### src/rtl/video_write_bridge.sv
// Video store bridge: range-checks and aligns core video stores, queues them
// in a first-word-fall-through FIFO, and drains them to VRAM under valid/ready.
module video_write_bridge #(
  parameter int unsigned DEPTH     = 8,
  parameter logic [31:0] VRAM_BASE = 32'h0000_8000,
  parameter int unsigned VRAM_AW   = 15
) (
  input  logic                     clk,
  input  logic                     rst,
  input  logic [31:0]              video_addr,
  input  logic [31:0]              video_data,
  input  logic                     video_we,
  output logic [VRAM_AW-1:0]       vram_addr,
  output logic [31:0]              vram_wdata,
  output logic                     vram_we,
  input  logic                     vram_ready,
  output logic [$clog2(DEPTH):0]   fifo_level,
  output logic                     overflow,
  input  logic                     overflow_clr,
  output logic [15:0]              drop_cnt,
  output logic [15:0]              reject_cnt
);

  localparam int PW = $clog2(DEPTH);
  localparam int LW = PW + 1;
  localparam int EW = VRAM_AW + 32;
  localparam logic [LW-1:0] FULL_LVL = LW'(DEPTH);

  function automatic logic [15:0] sat_inc16(input logic [15:0] v);
    return (v == 16'hFFFF) ? v : v + 16'd1;
  endfunction

  logic [EW-1:0]      r_mem [DEPTH];
  logic [PW-1:0]      r_wr;
  logic [PW-1:0]      r_rd;
  logic [LW-1:0]      r_level;
  logic               r_ovf;
  logic [15:0]        r_drop;
  logic [15:0]        r_rej;

  logic [31:0]        w_off;
  logic [VRAM_AW-1:0] w_idx;
  logic               w_addr_ok;
  logic               w_legal;
  logic               w_reject;
  logic               w_pop;
  logic               w_full;
  logic               w_accept;
  logic               w_drop;

  // Offset must fit in VRAM_AW word-index bits: everything above them must be zero.
  assign w_off     = video_addr - VRAM_BASE;
  assign w_idx     = w_off[VRAM_AW+1:2];
  assign w_addr_ok = (video_addr >= VRAM_BASE) && (video_addr[1:0] == 2'b00) &&
                     ((w_off >> (VRAM_AW + 2)) == 32'd0);
  assign w_legal   = video_we && w_addr_ok;
  assign w_reject  = video_we && !w_addr_ok;

  assign w_full    = (r_level == FULL_LVL);
  assign w_pop     = (r_level != '0) && vram_ready;
  assign w_accept  = w_legal && (!w_full || w_pop);
  assign w_drop    = w_legal && w_full && !w_pop;

  always_ff @(posedge clk) begin
    if (rst) begin
      r_wr    <= '0;
      r_rd    <= '0;
      r_level <= '0;
      r_ovf   <= 1'b0;
      r_drop  <= '0;
      r_rej   <= '0;
      for (int i = 0; i < DEPTH; i++) r_mem[i] <= '0;
    end else begin
      if (w_accept) begin
        r_mem[r_wr] <= {w_idx, video_data};
        r_wr        <= r_wr + PW'(1);
      end
      if (w_pop) r_rd <= r_rd + PW'(1);

      if (w_accept && !w_pop)      r_level <= r_level + LW'(1);
      else if (!w_accept && w_pop) r_level <= r_level - LW'(1);

      // A drop coinciding with a clear restarts the count at one.
      if (w_drop) begin
        r_ovf  <= 1'b1;
        r_drop <= overflow_clr ? 16'd1 : sat_inc16(r_drop);
      end else if (overflow_clr) begin
        r_ovf  <= 1'b0;
        r_drop <= '0;
      end

      if (w_reject) r_rej <= sat_inc16(r_rej);
    end
  end

  assign vram_addr  = r_mem[r_rd][EW-1:32];
  assign vram_wdata = r_mem[r_rd][31:0];
  assign vram_we    = (r_level != '0);
  assign fifo_level = r_level;
  assign overflow   = r_ovf;
  assign drop_cnt   = r_drop;
  assign reject_cnt = r_rej;

endmodule
### config.mk
export PLATFORM = sky130hd
export DESIGN_NAME = video_write_bridge
export DESIGN_NICKNAME = d
export VERILOG_FILES = /design/src/rtl/video_write_bridge.sv
export SDC_FILE = /design/constraint.sdc
export NUM_CORES = 1
export LEC_CHECK = 0
export CELL_PAD_IN_SITES_DETAIL_PLACEMENT = 1
export CELL_PAD_IN_SITES_GLOBAL_PLACEMENT = 2
export CORE_ASPECT_RATIO = 0.7
export CORE_UTILIZATION = 38
export CTS_CLUSTER_SIZE = 28
export DETAILED_ROUTE_END_ITERATION = 10
export HOLD_SLACK_MARGIN = 0.02
export PLACE_DENSITY_LB_ADDON = 0.1
export SYNTH_ARGS = -nofsm -noshare
export SYNTH_HDL_FRONTEND = slang
export SYNTH_SLANG_ARGS = --single-unit
### constraint.sdc
create_clock -name clk -period 7.1 [get_ports clk]
set_input_delay 1.42 -clock clk [delete_from_list [all_inputs] [get_ports clk]]
set_output_delay 1.42 -clock clk [all_outputs]
set_load 0.02 [all_outputs]
==> run summary <==
Area growth syn-to-layout - 19.09%
RSZ-0062 raised after global routing - no
Detailed Place HPWL - 30.17 mm
Clk pin slew, worst setup/hold paths - 0.06 ns
worst-margin pin slew - 1.266 ns
Post-CTS Hold Fix Bufs - 0
Total GRT Usage - 20.44%
core area - 49350 sq um
Max Transition Viols Final - 0
Avg WL per Cell - 22.95 microns
Post-CTS Resized - 0
number of CTS-inserted buffers - 43
final instance area - 22640 sq um
port bufs - 153
r2r setup slk - 3.85 ns
Synth area leaders - edfxtp_1, mux4_2, nor2_1, dfxtp_1, mux2_2
number of global-route vias before repair - 12820
setup TNS - 0 ns
layout cells sized above 1 - 16.95%
ys async rst share - 0%
Data required, critical path - 7.51 ns
Hold Fails Final Rpt - 0
first-pass GRT wire length - 79.12 mm
Relative slew margins - 15.32%
clock sink count - 422
Clk Latency, worst-skew pair - 0.56 ns
Synth Flop Type - edfxtp_1
# fillers - 5036
status - complete, no violations
pwr dens - 267.6 nW/um^2
Die Ht - 189.1 microns
RD Place Congestion - 0.7633
EDFF count, synth - 376
Max-Cap Viols - 0
Critical Path Start Type - input pin
TritonCTS clock tree - done
cells after synthesis - 1405
post-synthesis sequential area ratio - 64.23%
post-synth cell types - 62
drt drc - 0
DR pass1 iterations - 5
ant diodes - 0
largest net degree at the start of global routing - 95
Initial Util - 38.53%
# H-tree levels - 2
Critical Path AT - 5.44 ns
crit-path max FO - 22
Critical Path End Type - register
Routed WL - 51.13 mm
Std-Cell Rows - 68
Avg Cell Area, Syn - 13.53 sq um
fin crit share - 70.92%
DRT iter0 DRCs - 898
top cells by count, synth - edfxtp_1, nor2_1, nand2_1
Hold Crit Class - reg -> reg
Mapped Area - 19010 sq um
gr ovfl total - 0
full die area - 50940 sq um
fin crit period - 5.035 ns
die width - 269.3 microns
Root Buffer Master - clkbuf_16
endpoints failing setup - 0
clk buf depth - 3
remaining antenna violation count - 0
# IOs - 154
f_max - 198.6 MHz
skew final - 0.01636 ns
Synth Warn # - 0
largest area contributor in the netlist - edfxtp_1
Vias - 11830
initial antenna violation count - 1
Post-DP Area - 21270 sq um
WS Path Type - in -> reg
Mapped Nets - 1483
Pleak - 7.249 nW
nets@finish - 1611
flops & latches, synth - 422
post-synth top area share - 59.39%
worst vdd ir - 198.4 uV
post-CTS setup buffer count - 0
most common cell in the netlist - edfxtp_1
vias per cell - 5.310
==> worst paths after layout <==
check,startpoint,to,cells past startpoint
hold / removal,r_rd[1],register,2
setup reg to reg,fifo_level[0],r_mem[2][14],8
hold reg to reg,r_rd[1],register,2
setup / recovery,video_addr[15],r_mem[2][22],11
==> flip-flops by register name, indices dropped and copies added, names as in the netlist, named ones only <==
signal	flops
overflow	1
r_mem	376
r_rd	3
reject_cnt	16
r_wr	3
fifo_level	4
drop_cnt	16
==> worst max-delay path: stages <==
cell and delay [ns]:
clkdlybuf4s50_1 0.64, inv_1 0.18, ha_1 0.22, inv_1 0.07
a211o_1 0.32, a211oi_1 0.34, o2111ai_2 0.34, inv_2 0.29
nand3b_1 0.89, buf_4 0.56, nor2_1 0.14
==> power by group <==
group,switching [mW],total (mW),internal (mW)
sequential,0.105,2.90,2.79
combinational,0.418,0.882,0.464
clock,0.960,2.28,1.32
==> through the flow <==
step           std cells  setup slack, ns  power (mW)  utilization, %  hold slack [ns]
3_5_place_dp        2153            1.513       3.856           43.10           0.4706
6_report            2228            2.065       6.058           45.88           0.4811
2_1_floorplan       1405            2.576       3.468               -           0.4541
4_1_cts             2228            2.021       6.143           45.88           0.4769
5_1_grt             2228            1.830       6.275           45.88           0.4974
3_3_place_gp        2153            1.626       3.851           43.10           0.4538
==> kinds of logic (layout without fill, tap and decap cells) <==
kind of cell / count (synthesis) / count (layout) / share of synthesized area (%)
buffers and inverters: 110 / 268 / 2.409
xor gates and xnor gates: 6 / 6 / 0.2765
DFF: 422 / 422 / 64.23
adders and majority gates: 9 / 9 / 0.6318
AOI/OAI and AO/OA: 73 / 73 / 2.613
and+or+nand+nor: 630 / 630 / 15.14
muxes: 155 / 155 / 14.70
==> layout make-up <==
type                            count  area [sq um]  area share [%]
Tap cell                          665         832.0           3.675
Clock inverter                     15         181.4          0.8013
Timing Repair Buffer              178          1777           7.847
Inverter                           15         56.30          0.2487
Multi-Input combinational cell    873          6382           28.19
Sequential cell                   422         12220           53.97
Clock buffer                       60          1192           5.266
==> metal layers <==
layer  track usage [%]  vias to the layer above  routed length, microns
met5                 0                        -                       0
met4             3.671                        0                     664
met3             3.018                       47                    2022
met2             32.90                      215                   23810
met1             29.73                     6146                   24630
li1                  -                     5422                       -
==> placed cells by master (no fill, tap or decap), drive strengths merged, types with 2 or more instances in the layout <==
cell type | netlist | final
and2 | 45 | 45
dfxtp | 46 | 46
buf | 41 | 26
nor4 | 8 | 8
xor2 | 3 | 3
or2 | 4 | 4
edfxtp | 376 | 376
xnor2 | 3 | 3
mux2i | 7 | 7
and4 | 2 | 2
mux4 | 94 | 94
nand4 | 7 | 7
a31o | 4 | 4
clkdlybuf4s50 | 0 | 152
o31a | 2 | 2
nor2b | 11 | 11
a21oi | 23 | 23
clkinv | 0 | 10
mux2 | 54 | 54
ha | 8 | 8
nor3 | 26 | 26
nand3 | 13 | 13
nand2b | 4 | 4
nor2 | 346 | 346
inv | 15 | 16
nand3b | 3 | 3
o21ai | 13 | 13
a211oi | 2 | 2
and3 | 7 | 7
o2111ai | 2 | 2
o21a | 3 | 3
or4 | 11 | 11
clkbuf | 54 | 60
or3 | 19 | 19
nor3b | 3 | 3
bufinv | 0 | 4
o31ai | 10 | 10
nand2 | 116 | 116
a21o | 4 | 4
(Power assumes the default switching activity.)
